## src/rtl/ifq_pkg.sv

```systemverilog
// ============================================================================
// Module : ifq_pkg
// Brief  : Shared types and constants for the instruction-fetch queue.
// Rev    : 1.0
// ============================================================================
`default_nettype none

package ifq_pkg;

    localparam int IFQ_AWIDTH = 32;
    localparam int IFQ_DWIDTH = 32;

    localparam logic [IFQ_DWIDTH-1:0] NOP = 32'h00000013;

    typedef struct packed {
        logic [IFQ_AWIDTH-1:0] pc;
        logic [IFQ_DWIDTH-1:0] insn;
    } ifq_entry_t;

endpackage

`default_nettype wire

```

## src/rtl/ifq_fifo.sv

```systemverilog
// ============================================================================
// Module : ifq_fifo
// Brief  : Circular-buffer FIFO of {pc, insn} entries with flush.
// Rev    : 1.0
// ============================================================================
`default_nettype none

module ifq_fifo
    import ifq_pkg::*;
#(
    parameter int DEPTH = 4
) (
    input  logic                       clk,
    input  logic                       rst,
    input  logic                       i_flush,
    input  logic                       i_push,
    input  ifq_entry_t                 i_entry,
    input  logic                       i_pop,
    output logic                       o_valid,
    output ifq_entry_t                 o_head,
    output logic [$clog2(DEPTH):0]     o_count
);

    localparam int c_PW = $clog2(DEPTH);
    localparam int c_CW = c_PW + 1;

    ifq_entry_t        r_mem [DEPTH];
    logic [c_PW-1:0]   r_wr_ptr;
    logic [c_PW-1:0]   r_rd_ptr;
    logic [c_CW-1:0]   r_count;

    logic              w_pop;
    logic              w_push;

    assign w_pop  = i_pop && (r_count != '0);
    // A push into a full queue is only accepted when a pop frees a slot this cycle.
    assign w_push = i_push && ((r_count != c_CW'(DEPTH)) || w_pop);

    always_ff @(posedge clk) begin
        if (w_push && !i_flush && !rst) begin
            r_mem[r_wr_ptr] <= i_entry;
        end
    end

    always_ff @(posedge clk) begin
        if (rst || i_flush) begin
            r_wr_ptr <= '0;
            r_rd_ptr <= '0;
            r_count  <= '0;
        end else begin
            if (w_push) begin
                r_wr_ptr <= r_wr_ptr + c_PW'(1);
            end
            if (w_pop) begin
                r_rd_ptr <= r_rd_ptr + c_PW'(1);
            end
            case ({w_push, w_pop})
                2'b10:   r_count <= r_count + c_CW'(1);
                2'b01:   r_count <= r_count - c_CW'(1);
                default: r_count <= r_count;
            endcase
        end
    end

    assign o_valid = (r_count != '0);
    assign o_head  = r_mem[r_rd_ptr];
    assign o_count = r_count;

endmodule

`default_nettype wire

```

## src/rtl/ifetch_queue.sv

```systemverilog
// ============================================================================
// Module : ifetch_queue
// Brief  : Instruction fetch unit with credit-based request issue, redirect
//          flush/drop handling and a decode-facing FIFO. Optional perf
//          counters are enabled with macro IFQ_PERF_EN.
// Rev    : 1.0
// ============================================================================
`default_nettype none

module ifetch_queue
    import ifq_pkg::*;
#(
    parameter int                AWIDTH   = 32,
    parameter int                DWIDTH   = 32,
    parameter logic [AWIDTH-1:0] BASEADDR = 32'h01000000,
    parameter int                DEPTH    = 4
) (
    input  logic                clk,
    input  logic                rst,
    output logic                imem_req_o,
    output logic [AWIDTH-1:0]   imem_addr_o,
    input  logic                imem_rvalid_i,
    input  logic [DWIDTH-1:0]   imem_insn_i,
    input  logic                redirect_i,
    input  logic [AWIDTH-1:0]   redirect_pc_i,
    output logic                valid_o,
    input  logic                ready_i,
    output logic [AWIDTH-1:0]   pc_o,
    output logic [DWIDTH-1:0]   insn_o,
    output logic [31:0]         perf_flush_cnt_o,
    output logic [31:0]         perf_starve_cnt_o
);

    localparam int c_CW = $clog2(DEPTH) + 1;

    logic [AWIDTH-1:0] r_fetch_pc;
    logic [AWIDTH-1:0] r_last_addr;
    logic [c_CW-1:0]   r_outstanding;
    logic [c_CW-1:0]   r_drop_cnt;

    logic [c_CW-1:0]   w_count;
    logic [c_CW:0]     w_inflight;
    logic              w_rsp;
    logic              w_push;
    logic              w_valid;
    ifq_entry_t        w_push_entry;
    ifq_entry_t        w_head;
    logic              w_unused;

    // Entries already queued plus reads in flight must leave room for every response.
    assign w_inflight = {1'b0, w_count} + {1'b0, r_outstanding};
    assign imem_req_o = (w_inflight < (c_CW+1)'(DEPTH)) && !redirect_i && !rst;
    assign imem_addr_o = r_fetch_pc;

    assign w_rsp  = imem_rvalid_i && !rst;
    assign w_push = w_rsp && !redirect_i && (r_drop_cnt == '0);

    assign w_push_entry.pc   = r_last_addr;
    assign w_push_entry.insn = imem_insn_i;

    always_ff @(posedge clk) begin
        if (rst) begin
            r_fetch_pc    <= BASEADDR;
            r_last_addr   <= '0;
            r_outstanding <= '0;
            r_drop_cnt    <= '0;
        end else if (redirect_i) begin
            r_fetch_pc    <= {redirect_pc_i[AWIDTH-1:2], 2'b00};
            r_outstanding <= r_outstanding - c_CW'(w_rsp);
            r_drop_cnt    <= r_outstanding - c_CW'(w_rsp);
        end else begin
            if (imem_req_o) begin
                r_fetch_pc  <= r_fetch_pc + AWIDTH'(4);
                r_last_addr <= r_fetch_pc;
            end
            r_outstanding <= r_outstanding + c_CW'(imem_req_o) - c_CW'(w_rsp);
            if (w_rsp && (r_drop_cnt != '0)) begin
                r_drop_cnt <= r_drop_cnt - c_CW'(1);
            end
        end
    end

    ifq_fifo #(
        .DEPTH   (DEPTH)
    ) u_fifo (
        .clk     (clk),
        .rst     (rst),
        .i_flush (redirect_i),
        .i_push  (w_push),
        .i_entry (w_push_entry),
        .i_pop   (ready_i),
        .o_valid (w_valid),
        .o_head  (w_head),
        .o_count (w_count)
    );

    assign valid_o = w_valid;
    assign pc_o    = w_valid ? w_head.pc   : '0;
    assign insn_o  = w_valid ? w_head.insn : '0;

`ifdef IFQ_PERF_EN
    logic [31:0] r_flush_cnt;
    logic [31:0] r_starve_cnt;

    always_ff @(posedge clk) begin
        if (rst) begin
            r_flush_cnt  <= '0;
            r_starve_cnt <= '0;
        end else begin
            if (redirect_i && (r_flush_cnt != 32'hFFFFFFFF)) begin
                r_flush_cnt <= r_flush_cnt + 32'd1;
            end
            if (!w_valid && ready_i && (r_starve_cnt != 32'hFFFFFFFF)) begin
                r_starve_cnt <= r_starve_cnt + 32'd1;
            end
        end
    end

    assign perf_flush_cnt_o  = r_flush_cnt;
    assign perf_starve_cnt_o = r_starve_cnt;
`else
    assign perf_flush_cnt_o  = 32'd0;
    assign perf_starve_cnt_o = 32'd0;
`endif

    // Redirect targets are word-aligned, so the low address bits never matter.
    assign w_unused = ^redirect_pc_i[1:0];

endmodule

`default_nettype wire

```

## config.mk

```make
export PLATFORM = sky130hd
export DESIGN_NAME = ifetch_queue
export DESIGN_NICKNAME = d
export VERILOG_FILES = /design/src/rtl/ifq_pkg.sv /design/src/rtl/ifq_fifo.sv /design/src/rtl/ifetch_queue.sv
export SDC_FILE = /design/constraint.sdc
export NUM_CORES = 1
export LEC_CHECK = 0
export CAP_MARGIN = 20
export CORE_UTILIZATION = 49
export DETAILED_ROUTE_END_ITERATION = 10
export GPL_TIMING_DRIVEN = 0
export PLACE_DENSITY = 0.77
export SLEW_MARGIN = 5
export SYNTH_ARGS = -nofsm -noshare
export SYNTH_HDL_FRONTEND = slang
export SYNTH_HIERARCHICAL = 1
export SYNTH_SLANG_ARGS = --single-unit
```

## constraint.sdc

```tcl
create_clock -name clk -period 4 [get_ports clk]
set_input_delay 0.8 -clock clk [delete_from_list [all_inputs] [get_ports clk]]
set_output_delay 0.8 -clock clk [all_outputs]
set_load 0.01 [all_outputs]
```

==> results.tsv <==
metric	value	unit
remaining global-route overflow	0	
vias in the first global route	8684	
multi-input combinational cell area	0.004477	mm2
final critical-path share of the clock period	98.09	%
via density per instance	5.384	
cell with the largest stage delay on the worst path	clkdlybuf4s50_1	
pin count of the biggest net entering global routing	48	
most used flip-flop cell after synthesis	edfxtp_1	
post-route setup slack	76.35	ps
vias after detailed routing	8792	
clock tree from TritonCTS	yes	
Design Power	7.039	mW
summed negative setup slack over all endpoints	0	ps
DRC violation total after the first TritonRoute iteration	835	
power density over the cells	399.9	mW/mm2
number of maximum-capacitance constraint violations	0	
Cell Chain, Critical Path	clkdlybuf4s50_1 > nor4_4 > nand3_2 > inv_2 > buf_2 > clkbuf_4 > clkdlybuf4s50_1	
hold violation total from the final report	0	
register area share after synthesis	64.88	%
deepest clock path buffer count	3	
Buffers on Ports	162	
most used cell, CP	clkdlybuf4s50_1	
class of the worst hold path	reg -> reg	
final critical path time including I/O delays and setup	3924	ps
internal reg-to-reg setup slack	1080	ps
Synthesis Warnings	6	
layout-stage area growth over the synthesis result	24.28	%
dominant cells by area after synthesis	edfxtp_1 54%, dfxtp_1 11%, mux4_2 10%, buf_4 3.8%, and2_1 3.2%	
# diodes	0	
number of buffers and inverters on the critical path	5	
end of the worst register-to-register path	u_fifo/r_mem[2][22]$_DFFE_PP_	
leading area contributor after synthesis	edfxtp_1	
maximum frequency from static timing analysis	254.9	MHz
Critical R2R Launch	r_drop_cnt[0]$_SDFFE_PP0P_	
reg2reg path depth	8	
net total in the final layout	1317	
htree depth	1	
setup clock skew after layout	17.76	ps
Top Family by Delay on Critical Path	buffers and inverters	
worst slew margin relative to its limit	27.67	%
vertical die dimension	172.0	um
final weighted congestion in routability-driven placement	0.9787	
Arr. time, crit path	3120	ps
mean area per synthesized cell	14.75	um2
Critical Path Fanout Max	11	
number of primary I/O pins	231	
count of distinct cell types in the synthesized netlist	66	
Commonest cells post-synth	256 x edfxtp_1, 77 x nand2_1, 75 x dfxtp_1	
Worst Setup Path Type	in -> out	
GRT Overall Usage	20.76	%
slew at the pin closest to its max-slew limit	1075	ps
Yosys reg bits	331	
async set-or-reset flop fraction in the synthesized netlist	0	%
outcome	finished clean	
DP Wirelength	20600	um
global-route wire length before repair	47240	um
data required time of the worst path	3200	ps
clock buffers created by TritonCTS	31	
initial antenna violation count	0	
fill count	2139	
total of endpoints with negative setup slack in the final report	0	
most repeated cell in the gate-level netlist after synthesis	edfxtp_1	
Initial DRT Pass Iterations	5	
Synth Cell Area	0.01416	mm2
Worst-Skew Late Latency	560	ps
RSZ-0062 raised after global routing	false	
worst supply voltage drop on vdd	349.2	uV
number of max-slew violations in the final report	0	
number of stages on the worst setup path	7	
number of hold-repair buffers added at the cts stage	0	
core box area	0.02809	mm2
Post-DRT Antenna Nets	0	
area of the die	0.02959	mm2
Critical Path Sink Type	primary output	
Post-Syn Instances	960	
starting density of the core	50.43	%
Leakage Power	5.899	nW
delay of the slowest cell on the worst path	590	ps
clock-pin slew of the registers on the worst-case setup and hold paths	60	ps
Routed wire per std cell	18.74	um
clock sinks	331	
Hold WS	497.1	ps
area share of the leading cell type in the synthesized netlist	54.28	%
Critical Path Start Type	primary input	
fraction of final layout cells with drive strength greater than 1	17.29	%
DRC viols	0	
area of all sequential standard cells	0.009190	mm2
Cell Rows	61	
cell at the root of the clock tree	clkbuf_16	
number of flops mapped to enable cells by yosys	256	
routed wire length	30600	um
DIE WIDTH	172.0	um
Crit. Startpoint	rst	
capturing instance or port of the critical path	imem_req_o	
Place WS	-474.6	ps
==> registers in the layout, indices dropped and copies added, names as in the netlist, named ones only <==
name             flops
u_fifo/o_count       3
u_fifo/r_wr_ptr      2
r_last_addr         30
u_fifo/r_mem       256
r_drop_cnt           3
r_outstanding        3
imem_addr_o         30
u_fifo/r_rd_ptr      2
==> worst min-delay path, stage by stage (launching register included) <==
cell and delay [ps]:
dfxtp_1 340, nand2_1 60, a21oi_1 50
==> power breakdown <==
part	leakage (nW)	internal, mW	switching (mW)
combinational	2.63	0.252	0.271
sequential	2.83	3.74	0.0773
clock	0.444	1.51	1.18
==> worst min path at each step <==
stage	startpoint	endpoint	slack (ps)	depth (start not counted)
5_1_grt	r_last_addr[13]$_SDFFE_PP0P_	u_fifo/r_mem[1][45]$_DFFE_PP_	520	0
6_report	r_last_addr[13]$_SDFFE_PP0P_	r_last_addr[13]$_SDFFE_PP0P_	500	2
4_1_cts	r_last_addr[13]$_SDFFE_PP0P_	r_last_addr[13]$_SDFFE_PP0P_	500	2
3_5_place_dp	r_last_addr[13]$_SDFFE_PP0P_	r_last_addr[13]$_SDFFE_PP0P_	490	2
2_1_floorplan	r_last_addr[2]$_SDFFE_PP0P_	u_fifo/r_mem[0][34]$_DFFE_PP_	460	0
3_3_place_gp	r_last_addr[24]$_SDFFE_PP0P_	u_fifo/r_mem[2][56]$_DFFE_PP_	480	0
==> cells by family (layout without fill, tap and decap cells) <==
kind of cell	after synthesis	count (layout)	synth area share, %
other	1	74	0.02648
muxes	65	65	10.25
xor gates and xnor gates	16	16	0.9894
and+or+nand+nor	276	277	10.92
AOI/OAI and AO/OA	117	117	5.769
DFF	331	331	64.88
adders and majority gates	15	15	1.431
buffers and inverters	139	360	5.742
==> placed cells by master, fill, tap and decap left out, types with 7 or more instances in the layout <==
cell / n
edfxtp_1: 256
clkdlybuf4s50_1: 162
nand2_1: 77
conb_1: 74
dfxtp_1: 74
buf_4: 73
and2_1: 68
mux4_2: 64
a21oi_1: 44
clkbuf_1: 36
clkbuf_16: 31
nor2_1: 24
nand3_1: 19
inv_1: 16
nand4_1: 16
ha_1: 13
a211oi_1: 12
clkinv_1: 11
buf_2: 9
and3_1: 9
xor2_1: 9
a221oi_1: 9
buf_1: 8
nor4_1: 8
xnor2_1: 7
o21ai_0: 7
a21boi_0: 7
==> metal layers <==
layer | wire (um) | GRT usage [%]
met2 | 14430 | 34.05
met4 | 644 | 5.310
met5 | 0 | 0
met3 | 2497 | 3.479
met1 | 13030 | 28.85
==> metrics by stage <==
| step | utilization, % | cell area (um2) | cells |
|---|---|---|---|
| after floorplan | - | 14440 | 1033 |
| after global placement | 58.86 | 16530 | 1573 |
| after detailed placement | 59.23 | 16640 | 1577 |
| after CTS | 62.61 | 17590 | 1633 |
| after global routing | 62.67 | 17600 | 1633 |
| final | 62.67 | 17600 | 1633 |
==> area by class of cell <==
cell class	instances	share of cell area, %
Sequential cell	331	52.21
Inverter	18	0.3838
Timing Repair Buffer	167	9.795
Multi-Input combinational cell	564	25.43
Clock inverter	14	0.5260
Buffer	120	4.229
Tap cell	378	2.687
Clock buffer	41	4.734
==> repair_timing <==
| action | CTS | global route |
|---|---|---|
| gates resized for setup | 3 | 4 |
| buffers inserted | 1 | 0 |
| endpoints found under the setup margin | 1 | 63 |
| pin swaps | 1 | 1 |
| gates cloned | 0 | 1 |
No activity file was read; power rests on OpenSTA's default activity.
